File: src/rtl/mp85_bus_pkg.sv
// Shared MP85 bus definitions: machine-cycle codes, T-state encoding and
// per-type bus status / strobe classification helpers.
package mp85_bus_pkg;

  typedef enum logic [2:0] {
    MC_OF4  = 3'd0,
    MC_OF6  = 3'd1,
    MC_MR   = 3'd2,
    MC_MW   = 3'd3,
    MC_IOR  = 3'd4,
    MC_IOW  = 3'd5,
    MC_INA  = 3'd6,
    MC_HALT = 3'd7
  } mc_type_e;

  typedef enum logic [3:0] {
    TS_IDLE  = 4'd0,
    TS_T1    = 4'd1,
    TS_T2    = 4'd2,
    TS_TW    = 4'd3,
    TS_T3    = 4'd4,
    TS_T4    = 4'd5,
    TS_T5    = 4'd6,
    TS_T6    = 4'd7,
    TS_THALT = 4'd8,
    TS_THOLD = 4'd9
  } t_state_e;

  typedef struct packed {
    logic io_m;
    logic s1;
    logic s0;
  } bus_status_t;

  localparam bus_status_t ST_NONE = '{io_m: 1'b0, s1: 1'b0, s0: 1'b0};

  function automatic bus_status_t status_of(input mc_type_e t);
    bus_status_t st;
    case (t)
      MC_OF4, MC_OF6: st = '{io_m: 1'b0, s1: 1'b1, s0: 1'b1};
      MC_MR:          st = '{io_m: 1'b0, s1: 1'b1, s0: 1'b0};
      MC_MW:          st = '{io_m: 1'b0, s1: 1'b0, s0: 1'b1};
      MC_IOR:         st = '{io_m: 1'b1, s1: 1'b1, s0: 1'b0};
      MC_IOW:         st = '{io_m: 1'b1, s1: 1'b0, s0: 1'b1};
      MC_INA:         st = '{io_m: 1'b1, s1: 1'b1, s0: 1'b1};
      default:        st = ST_NONE;
    endcase
    return st;
  endfunction

  function automatic logic is_read(input mc_type_e t);
    return (t == MC_OF4) || (t == MC_OF6) || (t == MC_MR) || (t == MC_IOR);
  endfunction

  function automatic logic is_write(input mc_type_e t);
    return (t == MC_MW) || (t == MC_IOW);
  endfunction

  function automatic logic is_inta(input mc_type_e t);
    return t == MC_INA;
  endfunction

  function automatic logic is_fetch(input mc_type_e t);
    return (t == MC_OF4) || (t == MC_OF6);
  endfunction

  // INTA returns an opcode on the data bus, so it captures like a read.
  function automatic logic captures_data(input mc_type_e t);
    return is_read(t) || is_inta(t);
  endfunction

endpackage

File: src/rtl/mp85_wait_timer.sv
// Wait-state counter: clear / load-one / saturating increment, plus timeout compare.
// Latency: count updates on the next clk edge; timeout is combinational from the count.
// Backpressure: none; WAIT_TIMEOUT = 0 disables the timeout flag entirely.
module mp85_wait_timer #(
  parameter int WCNT_W       = 8,
  parameter int WAIT_TIMEOUT = 0
) (
  input  logic clk,
  input  logic rst,
  input  logic clr,
  input  logic set_one,
  input  logic inc,
  output logic timeout
);

  localparam logic [WCNT_W-1:0] LIMIT = WCNT_W'(WAIT_TIMEOUT);
  localparam logic [WCNT_W-1:0] SAT   = '1;
  localparam logic [WCNT_W-1:0] ONE   = WCNT_W'(1);

  logic [WCNT_W-1:0] cnt;

  always_ff @(posedge clk or negedge rst) begin
    if (!rst) begin
      cnt <= '0;
    end else if (clr) begin
      cnt <= '0;
    end else if (set_one) begin
      cnt <= ONE;
    end else if (inc && (cnt != SAT)) begin
      cnt <= cnt + ONE;
    end
  end

  assign timeout = (WAIT_TIMEOUT != 0) && (cnt == LIMIT);

endmodule

File: src/rtl/mp85_mcycle_sequencer.sv
// MP85 machine-cycle / T-state sequencer; owns all bus strobe timing (HOLD_EN enables DMA hold).
// Latency: mc_ack one cycle after mc_req in IDLE; back-to-back cycles with zero idle states.
// Backpressure: ready stretches T2 into TW states; mc_req is held by the decoder until mc_ack.
module mp85_mcycle_sequencer
  import mp85_bus_pkg::*;
#(
  parameter int WAIT_TIMEOUT = 0,
  parameter int WCNT_W       = 8
) (
  input  logic       clk,
  input  logic       rst,
  input  logic       mc_req,
  input  logic [2:0] mc_type,
  input  logic       ready,
  input  logic       wake,
  input  logic       hold,
  output logic       mc_ack,
  output logic       mc_done,
  output logic       mc_err,
  output logic       dlatch,
  output logic       ale,
  output logic       rd_n,
  output logic       wr_n,
  output logic       inta_n,
  output logic       io_m,
  output logic       s1,
  output logic       s0,
  output t_state_e   t_state,
  output logic       hlda
);

  t_state_e    state_q, state_d;
  mc_type_e    typ_q;
  logic        load_typ;
  logic        wt_set, wt_inc, wt_timeout;
  logic        hold_take;
  logic        strobe;
  bus_status_t st;

`ifdef HOLD_EN
  assign hold_take = hold;
`else
  logic unused_hold;
  assign unused_hold = hold;
  assign hold_take   = 1'b0;
`endif

  mp85_wait_timer #(
    .WCNT_W      (WCNT_W),
    .WAIT_TIMEOUT(WAIT_TIMEOUT)
  ) u_wait_timer (
    .clk    (clk),
    .rst    (rst),
    .clr    (load_typ),
    .set_one(wt_set),
    .inc    (wt_inc),
    .timeout(wt_timeout)
  );

  always_ff @(posedge clk or negedge rst) begin
    if (!rst) begin
      state_q <= TS_IDLE;
      typ_q   <= MC_OF4;
    end else begin
      state_q <= state_d;
      if (load_typ) begin
        typ_q <= mc_type_e'(mc_type);
      end
    end
  end

  // mc_done marks the end-of-cycle edge; hold outranks a waiting request there.
  always_comb begin
    state_d  = state_q;
    load_typ = 1'b0;
    wt_set   = 1'b0;
    wt_inc   = 1'b0;
    case (state_q)
      TS_IDLE: begin
        if (hold_take) begin
          state_d = TS_THOLD;
        end else if (mc_req) begin
          state_d  = TS_T1;
          load_typ = 1'b1;
        end
      end
      TS_T1:    state_d = (typ_q == MC_HALT) ? TS_THALT : TS_T2;
      TS_T2: begin
        if (ready) begin
          state_d = TS_T3;
        end else begin
          state_d = TS_TW;
          wt_set  = 1'b1;
        end
      end
      TS_TW: begin
        if (ready) begin
          state_d = TS_T3;
        end else begin
          wt_inc = 1'b1;
        end
      end
      TS_T3:    if (is_fetch(typ_q)) state_d = TS_T4;
      TS_T4:    if (typ_q == MC_OF6) state_d = TS_T5;
      TS_T5:    state_d = TS_T6;
      TS_T6:    state_d = TS_T6;
      TS_THALT: state_d = TS_THALT;
      TS_THOLD: begin
        if (!hold_take) begin
          if (mc_req) begin
            state_d  = TS_T1;
            load_typ = 1'b1;
          end else begin
            state_d = TS_IDLE;
          end
        end
      end
      default:  state_d = TS_IDLE;
    endcase

    if (mc_done) begin
      wt_inc = 1'b0;
      if (hold_take) begin
        state_d = TS_THOLD;
      end else if (mc_req) begin
        state_d  = TS_T1;
        load_typ = 1'b1;
      end else begin
        state_d = TS_IDLE;
      end
    end
  end

  always_comb begin
    st      = ST_NONE;
    strobe  = 1'b0;
    ale     = 1'b0;
    mc_ack  = 1'b0;
    mc_done = 1'b0;
    mc_err  = 1'b0;
    dlatch  = 1'b0;
    if (state_q inside {TS_T1, TS_T2, TS_TW, TS_T3, TS_T4, TS_T5, TS_T6}) begin
      st = status_of(typ_q);
    end
    if (state_q inside {TS_T2, TS_TW, TS_T3}) begin
      strobe = 1'b1;
    end
    case (state_q)
      TS_T1: begin
        ale    = 1'b1;
        mc_ack = 1'b1;
      end
      TS_TW: begin
        if (wt_timeout && !ready) begin
          mc_done = 1'b1;
          mc_err  = 1'b1;
        end
      end
      TS_T3: begin
        dlatch  = captures_data(typ_q);
        mc_done = !is_fetch(typ_q);
      end
      TS_T4:    mc_done = (typ_q == MC_OF4);
      TS_T6:    mc_done = 1'b1;
      TS_THALT: mc_done = wake;
      default: ;
    endcase
    rd_n   = !(strobe && is_read(typ_q));
    wr_n   = !(strobe && is_write(typ_q));
    inta_n = !(strobe && is_inta(typ_q));
  end

  assign io_m    = st.io_m;
  assign s1      = st.s1;
  assign s0      = st.s0;
  assign t_state = state_q;

`ifdef HOLD_EN
  assign hlda = (state_q == TS_THOLD);
`else
  assign hlda = 1'b0;
`endif

endmodule

File: config.mk
export PLATFORM = sky130hd
export DESIGN_NAME = mp85_mcycle_sequencer
export DESIGN_NICKNAME = d
export VERILOG_FILES = /design/src/rtl/mp85_bus_pkg.sv /design/src/rtl/mp85_wait_timer.sv /design/src/rtl/mp85_mcycle_sequencer.sv
export SDC_FILE = /design/constraint.sdc
export NUM_CORES = 1
export LEC_CHECK = 0
export CAP_MARGIN = 5
export CORE_MARGIN = 5
export CORE_UTILIZATION = 47
export CTS_BUF_LIST = sky130_fd_sc_hd__clkbuf_4 sky130_fd_sc_hd__clkbuf_8 sky130_fd_sc_hd__clkbuf_16
export CTS_CLUSTER_DIAMETER = 100
export DETAILED_ROUTE_END_ITERATION = 8
export GPL_TIMING_DRIVEN = 0
export PLACE_DENSITY = 0.79
export SYNTH_ARGS = -nofsm -noshare
export SYNTH_HDL_FRONTEND = slang
export SYNTH_SLANG_ARGS = --single-unit
export TNS_END_PERCENT = 10
File: constraint.sdc
create_clock -name clk -period 3.3 [get_ports clk]
set_input_delay 0.66 -clock clk [delete_from_list [all_inputs] [get_ports clk]]
set_output_delay 0.66 -clock clk [all_outputs]
set_load 0.01 [all_outputs]
### Yosys cells after proc, flatten, opt, wreduce, memory -nomap -nowiden

Cells that the tools add are included.

| operators by class | value |
|---|---|
| reductions and logical operators | 20 |
| multiplexer cells | 19 |
| eq/ne operators | 20 |

Operators with widths:

| kind | count |
|---|---|
| one-hot mux 4 bit (9 select lines) | 1 |
| 2-to-1 mux 4 bit | 6 |
| one-hot mux 3 bit (6 select lines) | 1 |
| == test 4 x 3 -> 1 bit (second input constant) | 4 |
| == test 3 bit (second input constant) | 4 |
| != test 3 bit (second input constant) | 4 |
| == test 4 x 2 -> 1 bit (second input constant) | 2 |
| == test 4 bit (second input constant) | 2 |
| 2-to-1 mux 1 bit | 8 |
| nonzero test 7 bit | 1 |
| == test 3 x 2 -> 1 bit (second input constant) | 2 |
| 2-to-1 mux 3 bit | 2 |
| OR reduction 2 bit | 3 |
| logical OR 1 bit | 5 |
| == test 4 x 1 -> 1 bit (second input constant) | 1 |
| logical NOT 1 bit | 4 |
| logical NOT 4 bit | 1 |
| one-hot mux 1 bit (4 select lines) | 1 |
| AND reduction 4 bit | 1 |
| == test 3 x 1 -> 1 bit (second input constant) | 1 |
| logical AND 1 bit | 3 |
| logical NOT 3 bit | 1 |
| nonzero test 3 bit | 1 |

| word-level totals | value |
|---|---|
| input port bits | 9 |
| bits in registers | 7 |

### Logic depth before layout (Yosys ltp)

Gate-level depths: netlist of run 1.

| depth | value |
|---|---|
| depth after elaboration | 6 |
| gate-level depth with buffers | 5 |

### Hierarchy

From an unflattened synthesis of run 1, not the netlist that was laid out.

| second synthesis, totals | value |
|---|---|
| cell total of the unflattened synthesis | 105 |
| area, all modules | 843.3 um^2 |

Modules (own cells, without submodules):

| module | times used | area each (um^2) | cells an instance | seq. area each (um^2) |
|---|---|---|---|---|
| mp85_mcycle_sequencer | 1 | 832.0 | 103 | 175.2 |
| mp85_wait_timer | 1 | 11.3 | 2 | 0.0 |

### Least setup slack after synthesis of run 1

No wires, ideal clock.

| path | value |
|---|---|
| path type | register -> output |
| start point | reg typ_q[1] |
| end point | out dlatch |
| required time | 2.640 ns |
| data arrival time | 1.506 ns |
| cell stages (with the launch flop) | 4 |
| path slack | 1.134 ns |
| cells stage by stage | dfrtp_1 > buf_6 > or2_2 > a2111oi_0 |

| on the way | value |
|---|---|
| word-level cells in the longest chain between the ends | 6 |
| elaborated cells on any way between the ends | 10 |
| classes of those cells | eq/ne: 4; mux: 1; reduce/logical: 5 |

RTL lines:

| what | line | text |
|---|---|---|
| start, declared | mp85_mcycle_sequencer.sv:33 | `mc_type_e typ_q;` |
| start signal, assigned | mp85_mcycle_sequencer.sv:67 | `typ_q <= mc_type_e'(mc_type);` |
| == test 3 x 1 -> 1 bit / logical NOT 3 bit (equally long branches) | mp85_bus_pkg.sv:52 | `return (t == MC_OF4) \|\| (t == MC_OF6) \|\| (t == MC_MR) \|\| (t == MC_IOR);` |
| logical OR 1 bit (3 in a row) | mp85_bus_pkg.sv:52 |  |
| logical OR 1 bit (*) | mp85_bus_pkg.sv:69 | `return is_read(t) \|\| is_inta(t);` |
| 2-to-1 mux 1 bit (*) | mp85_mcycle_sequencer.sv:148 | `case (state_q)` |
| end, declared | mp85_mcycle_sequencer.sv:20 | `output logic dlatch,` |

Mark *: on every way between the ends. The rest lies on a longest branch, timed or not.

### Worst setup path after layout of run 1

| path | value |
|---|---|
| start point | reg state_q[1] (netlist: t_state[1]) |
| end point | out inta_n |

| on the way | value |
|---|---|
| word-level cells in the longest chain between the ends | 5 |
| elaborated cells on any way between the ends | 7 |
| classes of those cells | eq/ne: 3; mux: 1; reduce/logical: 3 |

RTL lines:

| what | line | text |
|---|---|---|
| start, declared | mp85_mcycle_sequencer.sv:32 | `t_state_e state_q, state_d;` |
| start signal, assigned | mp85_mcycle_sequencer.sv:65 | `state_q <= state_d;` |
| == test 4 x 2 -> 1 bit, or another cell as far along | - |  |
| nonzero test 3 bit (*) | mp85_mcycle_sequencer.sv:145 | `if (state_q inside {TS_T2, TS_TW, TS_T3}) begin` |
| 2-to-1 mux 1 bit (*) | mp85_mcycle_sequencer.sv:145 |  |
| logical AND 1 bit (*) | mp85_mcycle_sequencer.sv:170 | `inta_n = !(strobe && is_inta(typ_q));` |
| logical NOT 1 bit (*) | mp85_mcycle_sequencer.sv:170 |  |
| end, declared | mp85_mcycle_sequencer.sv:24 | `output logic inta_n,` |

Marked as above.

==> run summary, run 1 <==
sequential cell area fraction in the yosys report -> 25.0%
Die ar. -> 0.00236 mm²
FMAX -> 0.351 GHz
ANT nets after route -> 0
Leak Pwr -> 0.389 nW
R2R cell count -> 5
type of element launching the critical path -> flip-flop
1st-pass router iterations -> 4
Area Overhead vs Synth -> 37.7%
detailed-route DRC error count -> 0
Synth Register Bits -> 7
fin. max-slew vios -> 0
largest net degree at the start of global routing -> 11
Starting DRT DRC Count -> 8
most frequent cells in the layout -> 21 x clkdlybuf4s50_1, 9 x nor2_1, 7 x dfrtp_1
worst-path maximum fanout -> 10
Overall Global Routing Usage -> 14.4%
via density per instance -> 5.72
post_cts resized -> 0
share of post-route cells with drive strength above 1 -> 20.6%
final hold vios -> 0
Post-synth EDFFs -> 0
max cap viols -> 0
crit path time final -> 2.85 ns
CTS clk-pin slew, worst paths -> 0.05 ns
fin crit share -> 86.2%
chip width -> 48.6 µm
unrepaired setup endpoints after global routing -> false
WL/cell -> 13.7 µm
syn avg cell area -> 8.65 µm²
Setup Crit Path Kind -> flip-flop to output pin
post-detail-place hpwl -> 1340 µm
Initial Utilization -> 48.2%
Setup TNS Final -> 0 ns
largest cells by area after synthesis -> dfrtp_1 25%, mux2_2 6.4%, nor2_1 4.8%
Total Nets Final -> 117
sw power -> 0.447 mW
first-pass GRT wire length -> 2770 µm
CTS buffer count -> 3
initial antenna violation count -> 0
IO Pins -> 25
post-CTS setup buffer count -> 0
Post-synth ARST share -> 100%
Hold WC Path Type -> primary input to async pin
Critical Path RT -> 2.64 ns
final setup fails -> 0
sequential power share -> 16.7%
crit path capture type -> output pin
Distinct cells, synth -> 39
Core Region -> 0.00145 mm²
ys flop type -> dfrtp_1
Internal -> 0.597 mW
total power -> 1.04 mW
Mapped Area -> 701 µm²
port bufs -> 21
vias post-DR -> 703
PwrDens -> 1080 mW/mm²
die height -> 48.6 µm
Warnings, synthesis -> 0
synthesized instance count -> 81
Layout Utilization -> 66.4%
CTS tree -> done
design area -> 965 µm²
Root Driver -> clkbuf_4
commonest non-fill, non-tap cell in the layout -> clkdlybuf4s50_1
maximum clock path buffer count -> 2
status -> complete, no violations
fill count -> 121
Switching Fraction -> 42.8%
n_diodes -> 0
global route overflow -> 0
Yosys top cell area share -> 25.0%
row count -> 14
Final Wtd Congestion -> 0.830
Comb power frac -> 75.5%
placed inst area -> 935 µm²
hold buffer count at cts -> 0
Max IR drop VDD -> 0.565 mV
H-tree depth -> 1
clock power share -> 7.8%
vias in the first global route -> 644
final wirelength -> 1680 µm
Clock Latency Late Sink -> 0.24 ns
area leader, netlist -> dfrtp_1
Layout Skew -> 0.00132 ns
CTS sink cnt -> 7
crit path DAT -> 2.19 ns
[cell usage after synthesis (2+ instances only)]
library cell  n
nand2b_1      3
clkbuf_1      4
nor2_1        9
o21ai_0       3
buf_6         2
nor2b_1       3
buf_4         3
a211oi_1      2
inv_1         3
nor4_1        4
a2111oi_0     2
a21oi_1       4
dfrtp_1       7
nand4b_1      2
a21o_1        2
mux2_2        4
or3b_1        2
[power by group through the flow]
stage | clock (mW) | combinational, mW | sequential, mW
2_1_floorplan | 0 | 0.503 | 0.175
3_3_place_gp | 0 | 0.777 | 0.175
3_5_place_dp | 0 | 0.786 | 0.175
4_1_cts | 0.0868 | 0.788 | 0.174
5_1_grt | 0.0926 | 0.854 | 0.182
6_report | 0.0818 | 0.788 | 0.174
[through the flow]
step	cells	hold WS, ns	setup slack [ns]
2_1_floorplan	82	0.364	1.13
3_3_place_gp	119	0.668	0.718
3_5_place_dp	119	0.669	0.702
4_1_cts	123	0.657	0.462
5_1_grt	123	0.675	0.247
6_report	123	0.660	0.455
[critical path: stages (launching register included)]
cell             delay, ns
dfrtp_1               0.51
clkbuf_1              0.36
nor2_1                0.16
mux2i_1               0.16
nor2_1                0.08
nand4b_1              0.13
clkdlybuf4s50_1       0.54
[sequential cells by signal, summed over array words and instances, names as in the netlist]
register / count
t_state: 4
typ_q: 3
[logic make-up (layout without fill, tap and decap cells)]
group | count (synthesis) | in the layout | synth area share (%)
multiplexers | 5 | 5 | 7.86
flip-flops | 7 | 7 | 25.0
buffers and inverters | 13 | 38 | 10.9
AND/OR/NAND/NOR | 31 | 31 | 27.1
other | 1 | 2 | 0.535
AO/OA/AOI/OAI | 23 | 23 | 27.3
XOR/XNOR | 1 | 1 | 1.25
[layout make-up]
type,count,area [µm²],area share (%)
buffer,10,65.1,6.74
clock buffer,4,30.0,3.11
inverter,3,11.3,1.17
multi-input combinational,62,453,47.0
sequential,7,175,18.2
tap,16,20.0,2.08
timing repair buffer,21,210,21.8
[path summary, 6_finish.rpt]
path	startpoint	slack, ns	end
setup / recovery	t_state[1]	0.45	inta_n
hold / removal	rst	0.66	t_state[1]
setup reg to reg	t_state[1]	1.57	t_state[1]
hold reg to reg	typ_q[1]	0.68	typ_q[1]
max in group asynchronous	rst	2.42	typ_q[1]
min in group clk	typ_q[1]	0.68	typ_q[1]
[per-layer routing]
layer / vias up / part of all wire [%] / global-route usage, %
met4: 0 / 1.0 / 9.87
met1: 321 / 39 / 16.3
met2: 29 / 52 / 24.6
met3: 2 / 8.0 / 2.15
li1: 351 / - / -
met5: - / 0 / 0
(Power assumes the default switching activity.)
==> run 2, diff against run 1 <==
--- a/config.mk
+++ b/config.mk
@@ -7,13 +7,14 @@
 export LEC_CHECK = 0
 export CAP_MARGIN = 5
 export CORE_MARGIN = 5
-export CORE_UTILIZATION = 47
+export CORE_UTILIZATION = 50
 export CTS_BUF_LIST = sky130_fd_sc_hd__clkbuf_4 sky130_fd_sc_hd__clkbuf_8 sky130_fd_sc_hd__clkbuf_16
 export CTS_CLUSTER_DIAMETER = 100
 export DETAILED_ROUTE_END_ITERATION = 8
 export GPL_TIMING_DRIVEN = 0
-export PLACE_DENSITY = 0.79
+export PLACE_DENSITY = 0.8
 export SYNTH_ARGS = -nofsm -noshare
 export SYNTH_HDL_FRONTEND = slang
+export SYNTH_HIERARCHICAL = 1
 export SYNTH_SLANG_ARGS = --single-unit
 export TNS_END_PERCENT = 10
==> run summary, run 2 <==
status -> complete, no violations
vias post-DR -> 868
n_diodes -> 0
design area -> 0.00108 mm²
final setup fails -> 0
worst-path maximum fanout -> 6
Die ar. -> 0.00255 mm²
detailed-route DRC error count -> 0
PwrDens -> 1120 mW/mm²
largest net degree at the start of global routing -> 11
CTS clk-pin slew, worst paths -> 0.05 ns
highest-delay cell along the critical path -> clkdlybuf4s50_1
top layer in use -> met4
clock power share -> 7.0%
Layout Utilization -> 70.2%
Top delay family on crit path -> buffers and inverters
Mapped Area -> 822 µm²
via density per instance -> 6.11
global route overflow -> 0
Place WS -> 0.384 ns
CTS sink cnt -> 7
Total Nets Final -> 136
placed inst area -> 0.00105 mm²
R2R cell count -> 5
crit path time final -> 2.91 ns
post-CTS setup buffer count -> 0
worst path buffer plus inverter count -> 3
final hold vios -> 0
met3 routed WL -> 168 µm
Area Overhead vs Synth -> 31.7%
Critical R2R Capture -> t_state[1]
H-tree depth -> 1
CTS buffer count -> 3
hold buffer count at cts -> 0
Max IR drop VDD -> 0.554 mV
commonest non-fill, non-tap cell in the layout -> clkdlybuf4s50_1
post-placement cell count -> 138
Setup Crit Path Kind -> primary input to output pin
fin crit share -> 88.2%
Layout Skew -> 0.00263 ns
Initial Utilization -> 53.3%
sw power -> 0.555 mW
Switching Fraction -> 45.7%
CP max stage delay -> 0.52 ns
Largest register FFs -> 4
Most common cell on crit path -> clkdlybuf4s50_1
Overall Global Routing Usage -> 18.4%
ANT nets after route -> 0
row count -> 14
Clock Latency Late Sink -> 0.25 ns
DR WL met2 -> 1080 µm
CTS tree -> done
Leak Pwr -> 0.446 nW
Warnings, synthesis -> 6
initial antenna violation count -> 0
IO Pins -> 25
WL met1 -> 886 µm
hold_ws -> 0.660 ns
Internal -> 0.660 mW
port bufs -> 21
first-pass GRT wire length -> 3680 µm
Setup TNS Final -> 0 ns
Starting DRT DRC Count -> 28
crit path DAT -> 2.25 ns
Comb power frac -> 79.0%
type of element launching the critical path -> primary input
max cap viols -> 0
Core Region -> 0.00154 mm²
Critical Path RT -> 2.64 ns
synthesized instance count -> 101
fin cells -> 142
Synth Net Count -> 110
Root Driver -> clkbuf_4
post-detail-place hpwl -> 1690 µm
Final Wtd Congestion -> 0.872
final wirelength -> 2160 µm
FMAX -> 0.343 GHz
total power -> 1.21 mW
Final WS setup -> 0.388 ns
WL/cell -> 15.2 µm
post_cts resized -> 0
syn avg cell area -> 8.14 µm²
Setup crit start -> wake
fin. max-slew vios -> 0
reg-to-reg startpoint -> typ_q[1]
share of post-route cells with drive strength above 1 -> 21.4%
chip width -> 50.5 µm
crit path capture type -> output pin
most frequent cells in the layout -> 21 x clkdlybuf4s50_1, 8 x nor2_1
maximum clock path buffer count -> 2
Hold WC Path Type -> primary input to async pin
1st-pass router iterations -> 5
cells along the critical path -> clkdlybuf4s50_1 -> nand2_1 -> a2bb2oi_4 -> o211a_2 -> inv_1 -> clkdlybuf4s50_1
r2r setup slk -> 1.74 ns
unrepaired setup endpoints after global routing -> false
sequential power share -> 14.0%
die height -> 50.5 µm
vias in the first global route -> 824
==> run 2: worst register-to-register path: cells and delay by family, from the launching register on <==
| kind | cells | cell delay, ns |
|---|---|---|
| compound gates | 2 | 0.43 |
| buf+inv | 1 | 0.15 |
| flops | 1 | 0.39 |
| simple gates | 2 | 0.46 |
==> run 2: metal layers <==
layer	GRT usage (%)	vias to the layer above
met1	21.9	403
li1	-	421
met2	30.4	42
met3	5.62	2
met4	7.66	0
met5	0	-
==> run 2: worst max path at each step <==
stage | end | cells after the start
after CTS | mc_done | 6
after global placement | mc_done | 6
after global routing | mc_done | 6
after detailed placement | mc_done | 6
final | mc_done | 6
after floorplan | mc_ack | 4
==> run 2: layout make-up <==
cell class	instances	area, µm²
Buffer	12	95.1
Clock buffer	4	30.0
Fill cell	138	459
Inverter	7	26.3
Multi-Input combinational cell	75	526
Sequential cell	7	175
Tap cell	16	20.0
Timing Repair Buffer	21	210
==> run 2: power groups by stage <==
stage / sequential (mW) / combinational (mW) / clock [mW]
after CTS: 0.170 / 0.952 / 0.0900
final: 0.170 / 0.960 / 0.0855
after floorplan: 0.174 / 0.628 / 0
after global placement: 0.170 / 0.938 / 0
after detailed placement: 0.172 / 0.950 / 0
after global routing: 0.176 / 1.04 / 0.0961
